--- src/rtl/regfile_arb_pkg.sv ---
// Shared types and defaults for the register-file write-port arbiter.
// Latency: n/a (declarations only).
// Backpressure: n/a.
//
// Contents: width defaults, the discarded zero-register index, requester ids
// and the {addr, data} write-request struct used at default widths.
package regfile_arb_pkg;

  localparam int unsigned DATA_WIDTH_DEF = 64;
  localparam int unsigned ADDR_WIDTH_DEF = 5;
  localparam int unsigned ZERO_REG_DEF   = 31;
  localparam int unsigned CNT_WIDTH_DEF  = 8;

  // Requester ids double as the round-robin priority encoding.
  typedef enum logic {
    REQ_ALU = 1'b0,
    REQ_MEM = 1'b1
  } req_id_e;

  typedef struct packed {
    logic [ADDR_WIDTH_DEF-1:0] addr;
    logic [DATA_WIDTH_DEF-1:0] data;
  } wr_req_t;

  // The requester that gets priority after `id` has been served.
  function automatic req_id_e other_req(input req_id_e id);
    return (id == REQ_ALU) ? REQ_MEM : REQ_ALU;
  endfunction

endpackage

--- src/rtl/rr_arbiter_2.sv ---
// Two-input round-robin arbiter with a one-bit priority pointer.
// Latency: grant is combinational in the request cycle; pointer updates at the edge.
// Backpressure: stall suppresses every grant and freezes the pointer.
//
// Ports:
//   clk, reset_n      clock, async active-low reset (grants forced low in reset)
//   valid[1:0]  in    per-requester request
//   stall       in    downstream cannot accept; no grant this cycle
//   grant[1:0]  out   one-hot (or zero) grant
module rr_arbiter_2
  import regfile_arb_pkg::*;
(
  input  logic       clk,
  input  logic       reset_n,
  input  logic [1:0] valid,
  input  logic       stall,
  output logic [1:0] grant
);

  req_id_e prio_q;
  req_id_e prio_d;

  always_ff @(posedge clk or negedge reset_n) begin
    if (!reset_n) begin
      prio_q <= REQ_ALU;
    end else begin
      prio_q <= prio_d;
    end
  end

  // Grant is gated by reset_n so readies read 0 while reset is held, even
  // though the pointer flop alone would already be in a defined state.
  always_comb begin
    grant  = 2'b00;
    prio_d = prio_q;
    if (reset_n && !stall) begin
      unique case (valid)
        2'b01:   grant = 2'b01;
        2'b10:   grant = 2'b10;
        2'b11:   grant = (prio_q == REQ_MEM) ? 2'b10 : 2'b01;
        default: grant = 2'b00;
      endcase
    end
    if (grant[0]) begin
      prio_d = other_req(REQ_ALU);
    end else if (grant[1]) begin
      prio_d = other_req(REQ_MEM);
    end
  end

  a_grant_onehot0 : assert property (@(posedge clk) disable iff (!reset_n)
    !(grant[0] && grant[1]));

  a_grant_needs_valid : assert property (@(posedge clk) disable iff (!reset_n)
    (grant & ~valid) == 2'b00);

  a_stall_no_grant : assert property (@(posedge clk) disable iff (!reset_n)
    stall |-> (grant == 2'b00));

endmodule

--- src/rtl/regfile_write_arbiter.sv ---
// Arbitrates ALU and load writeback onto the register file's single write port.
// Latency: 1 cycle from handshake to wr_en; one write per cycle when not stalled.
// Backpressure: wr_stall withholds all readies; requesters hold until ready.
//
// Ports:
//   clk, reset_n                 clock, async active-low reset
//   reqN_valid/addr/data  in     writeback request from requester N (0=ALU, 1=MEM)
//   reqN_ready            out    same-cycle accept for requester N
//   wr_stall              in     register file busy; no grants this cycle
//   wr_en/addr/data/src   out    registered write port toward the register file
//   contention_cnt        out    saturating count of cycles with an unserved request
module regfile_write_arbiter
  import regfile_arb_pkg::*;
#(
  parameter int unsigned DATA_WIDTH = DATA_WIDTH_DEF,
  parameter int unsigned ADDR_WIDTH = ADDR_WIDTH_DEF,
  parameter int unsigned ZERO_REG   = ZERO_REG_DEF,
  parameter int unsigned CNT_WIDTH  = CNT_WIDTH_DEF
) (
  input  logic                  clk,
  input  logic                  reset_n,

  input  logic                  req0_valid,
  input  logic [ADDR_WIDTH-1:0] req0_addr,
  input  logic [DATA_WIDTH-1:0] req0_data,
  output logic                  req0_ready,

  input  logic                  req1_valid,
  input  logic [ADDR_WIDTH-1:0] req1_addr,
  input  logic [DATA_WIDTH-1:0] req1_data,
  output logic                  req1_ready,

  input  logic                  wr_stall,

  output logic                  wr_en,
  output logic [ADDR_WIDTH-1:0] wr_addr,
  output logic [DATA_WIDTH-1:0] wr_data,
  output logic                  wr_src,

  output logic [CNT_WIDTH-1:0]  contention_cnt
);

  // Parameterized mirror of the package write-request struct.
  typedef struct packed {
    logic [ADDR_WIDTH-1:0] addr;
    logic [DATA_WIDTH-1:0] data;
  } req_t;

  localparam logic [ADDR_WIDTH-1:0] ZERO_ADDR = ADDR_WIDTH'(ZERO_REG);

  logic [1:0] grant;
  logic       gnt_any;
  req_id_e    gnt_id;
  req_t       req0;
  req_t       req1;
  req_t       sel;

  logic                  wr_en_q,   wr_en_d;
  logic [ADDR_WIDTH-1:0] wr_addr_q, wr_addr_d;
  logic [DATA_WIDTH-1:0] wr_data_q, wr_data_d;
  req_id_e               wr_src_q,  wr_src_d;
  logic [CNT_WIDTH-1:0]  cnt_q,     cnt_d;
  logic                  contended;

  assign req0 = '{addr: req0_addr, data: req0_data};
  assign req1 = '{addr: req1_addr, data: req1_data};

  rr_arbiter_2 u_arb (
    .clk     (clk),
    .reset_n (reset_n),
    .valid   ({req1_valid, req0_valid}),
    .stall   (wr_stall),
    .grant   (grant)
  );

  assign req0_ready = grant[0];
  assign req1_ready = grant[1];

  assign gnt_any = grant[0] | grant[1];
  assign gnt_id  = grant[1] ? REQ_MEM : REQ_ALU;
  assign sel     = grant[1] ? req1 : req0;

  // A zero-register write still consumes a grant (handshake, pointer move) and
  // updates the address/data/src fields; only the enable is suppressed.
  always_comb begin
    wr_en_d   = 1'b0;
    wr_addr_d = wr_addr_q;
    wr_data_d = wr_data_q;
    wr_src_d  = wr_src_q;
    if (gnt_any) begin
      wr_en_d   = (sel.addr != ZERO_ADDR);
      wr_addr_d = sel.addr;
      wr_data_d = sel.data;
      wr_src_d  = gnt_id;
    end
  end

  // One increment per cycle at most, however many requesters were left waiting.
  assign contended = (req0_valid & ~grant[0]) | (req1_valid & ~grant[1]);

  always_comb begin
    cnt_d = cnt_q;
    if (contended && (cnt_q != {CNT_WIDTH{1'b1}})) begin
      cnt_d = cnt_q + CNT_WIDTH'(1);
    end
  end

  always_ff @(posedge clk or negedge reset_n) begin
    if (!reset_n) begin
      wr_en_q   <= 1'b0;
      wr_addr_q <= '0;
      wr_data_q <= '0;
      wr_src_q  <= REQ_ALU;
      cnt_q     <= '0;
    end else begin
      wr_en_q   <= wr_en_d;
      wr_addr_q <= wr_addr_d;
      wr_data_q <= wr_data_d;
      wr_src_q  <= wr_src_d;
      cnt_q     <= cnt_d;
    end
  end

  assign wr_en          = wr_en_q;
  assign wr_addr        = wr_addr_q;
  assign wr_data        = wr_data_q;
  assign wr_src         = wr_src_q;
  assign contention_cnt = cnt_q;

  a_no_zero_write : assert property (@(posedge clk) disable iff (!reset_n)
    wr_en |-> (wr_addr != ZERO_ADDR));

endmodule

--- config.mk ---
export PLATFORM = sky130hd
export DESIGN_NAME = regfile_write_arbiter
export DESIGN_NICKNAME = d
export VERILOG_FILES = /design/src/rtl/regfile_arb_pkg.sv /design/src/rtl/rr_arbiter_2.sv /design/src/rtl/regfile_write_arbiter.sv
export SDC_FILE = /design/constraint.sdc
export NUM_CORES = 1
export LEC_CHECK = 0
export CORE_ASPECT_RATIO = 0.8
export CORE_MARGIN = 2
export CORE_UTILIZATION = 34
export DETAILED_ROUTE_END_ITERATION = 8
export PLACE_DENSITY_LB_ADDON = 0.15
export RECOVER_POWER = 100
export SLEW_MARGIN = 25
export SYNTH_ARGS = -nofsm -noshare
export SYNTH_HDL_FRONTEND = slang
export SYNTH_SLANG_ARGS = --single-unit
--- constraint.sdc ---
create_clock -name clk -period 1.5 [get_ports clk]
set_input_delay 0.3 -clock clk [delete_from_list [all_inputs] [get_ports clk]]
set_output_delay 0.3 -clock clk [all_outputs]
set_load 0.005 [all_outputs]
==> run metrics, run 1 <==
Worst Tran Pin Value 1210 ps; Psw 1.99 mW; Setup-failing EPs final 0; Layout Nets 738; Post-Syn Area per Cell 10.8 sq um; reg2reg setup slack 40 ps; diode count 0; Syn Nets 498; period utilisation layout 97.9%; Worst-path clk slew 60 ps; VDD IR max 0.682 mV; layout cell share with drive strength beyond 1 9.68%; Final Hold Viols 0; Die H 98.7 microns; fin util 61.5%; FF+latch count, synth 80; final WL 11.6 mm; Min-Delay Path Class input pin to asynchronous set/reset pin; Switching Share 26.3%; Rows 34; Slew Viols, Final 0; Arr. time, crit path 1680 ps; Clk network pwr share 34.0%; Max Buffers Root-to-Sink 2; Post-Synthesis Cells 354; type of origin of the critical path input pin; core area 10,900 sq um; WL/cell 15.6 microns; Fin Clk Skew 3.49 ps; # hold bufs at CTS 0; ys flop type dfrtp_1; total number of vias 3,510; Async SR Flop Fraction 100%; vias per cell 4.72; DRT iter0 DRCs 167; status finished clean; I/O Buffers 223; Die W 122 microns; WP data required 1710 ps; CTS tree built; combinational power share 28.9%; placer congestion estimate 0.719; Sinks on Clock Net 80; Fillers 959; Worst Path Max Fanout 18; WS Path Type input pin to register; share of power burned in registers 37.1%; first-pass GRT wire length 17.6 mm; area grow syn2layout 75.8%; Clock Tree Root clkbuf_16; CTS Buf Count 9; GRT Overall Usage 19.0%; antenna-violating nets left 0; slew margin rel. 19.4%; RSZ-0062 raised after global routing yes; Synth Warn # 0; first-pass iteration count of the detailed router 4; H-tree depth 3; sequential area share after synthesis 52.5%; antenna violations before repair 0; leak pwr 2.82 nW; number of max-cap violations 0; total power draw 7.55 mW; number of global-route vias before repair 3,552; Post-DP HPWL 8.33 mm; # IOs 224; Overflow after GRT 0; Post-synth EDFFs 0; Synth Cell Area 3810 sq um; largest net degree at the start of global routing 71; die area 12,100 sq um; # DRC 0; Netlist cell types 28; initial core utilization 35.0%; Pint 5.57 mW; Crit. End Element register; pwr/cell area 1130 nW/um^2; worst-skew pair later-pin latency 330 ps; fin crit period 1470 ps; fmax 681 MHz
[routing by layer]
metal / track usage (%) / routed length, microns / vias up
li1: - / - / 1714
met2: 32.4 / 5550 / 145
met1: 21.8 / 4600 / 1641
met4: 5.57 / 122 / 0
met3: 8.10 / 1280 / 10
met5: 0 / 0 / -
[critical path, cell delays in order]
cell and delay (ps):
dlygate4sd2_1 240, and2b_2 230, and3_4 230, buf_12 170, buf_16 190, mux2i_1 220, a21oi_1 90
[layout by cell type, fill, tap and decap left out, types with 3 or more instances in the layout]
master           instances
mux2i_2                  3
dfrtp_1                 80
buf_12                   4
clkdlybuf4s50_1        138
nand4_1                  5
mux2i_1                 64
clkinv_4                 3
buf_4                   17
a21oi_1                 74
nand2_1                  3
a31oi_1                  4
dlygate4sd2_1           65
buf_16                   4
nor2_1                  72
dlymetal6s2s_1          17
clkbuf_16                9
bufinv_16                3
[power by group through the flow]
stage               sequential, mW  clock [mW]  combinational [mW]
CTS                           2.81        2.64                2.22
finish                        2.80        2.57                2.18
floorplan                     2.93           0               0.716
global placement              2.90           0                2.17
detailed placement            2.92           0                2.21
global route                  2.86        2.75                2.39
[sequential cells by signal, indices dropped and copies added (netlist names)]
register / cells
wr_en: 1
wr_data: 64
contention_cnt: 8
wr_addr: 5
wr_src: 1
u_arb.prio_q: 1
[final cells by class]
class                      count  area [sq um]  share of cell area [%]
clock inverter                 6           116                    1.74
multi-input combinational    249          1630                    24.3
sequential                    80          2000                    29.9
inverter                       2          7.51                   0.112
tap                          144           180                    2.69
timing repair buffer         252          2530                    37.8
clock buffer                  10           239                    3.57
[through the flow]
stage	setup TNS, ps	setup slack [ps]	hold slack, ps	instances	cell area (sq um)
6_report	0	30.8	225	743	6700
5_1_grt	-125	-28.3	310	743	6700
4_1_cts	0	0.00722	10.5	742	6630
3_5_place_dp	-37400	-562	377	714	6160
3_3_place_gp	-34850	-516	377	714	6160
2_1_floorplan	0	49.7	4.41	354	3810
[path summary, 6_finish.rpt]
check,start,to,cells past startpoint
max,wr_stall,wr_data[53],7
min,reset_n,wr_data[53],2
max reg2reg,u_arb.prio_q,wr_data[53],6
min reg2reg,wr_src,wr_src,1
max in group asynchronous,reset_n,wr_data[24],2
min in group clk,req1_valid,u_arb.prio_q,3
[cells in the mapped netlist, types with 4 or more instances]
cell,n,share of area [%]
a21oi_1,74,9.7
dfrtp_1,80,53
nand4_1,5,0.82
nand2_1,4,0.39
a31oi_1,4,0.66
buf_2,7,0.92
nor2_1,73,7.2
mux2i_1,69,18
clkbuf_1,7,0.69
buf_12,8,4.2
[kinds of logic (layout without fill, tap and decap cells)]
logic type | after synthesis | after routing | share of synthesized area (%)
multiplexers | 72 | 72 | 19.1
AND/OR/NAND/NOR | 91 | 91 | 9.98
buffers and inverters | 25 | 270 | 6.10
XOR/XNOR | 2 | 2 | 0.460
AO/OA/AOI/OAI | 82 | 82 | 11.2
flip-flops | 80 | 80 | 52.5
adder cells (fa/ha/maj) | 2 | 2 | 0.623
[repair_timing]
action,in CTS,in global routing
gates resized for setup,90,26
pin swaps,2,13
setup endpoints to repair,141,59
buffers inserted,9,2
gates cloned,3,0
Power figures use the tool's default switching activity.
==> inputs of run 2 (changes only) <==
--- a/config.mk
+++ b/config.mk
@@ -5,6 +5,7 @@
 export SDC_FILE = /design/constraint.sdc
 export NUM_CORES = 1
 export LEC_CHECK = 0
+export ABC_CLOCK_PERIOD_IN_PS = 1500
 export CORE_ASPECT_RATIO = 0.8
 export CORE_MARGIN = 2
 export CORE_UTILIZATION = 34
==> results of run 2 <==
No change in the layout: final DEF, timing and power equal those of run 1.
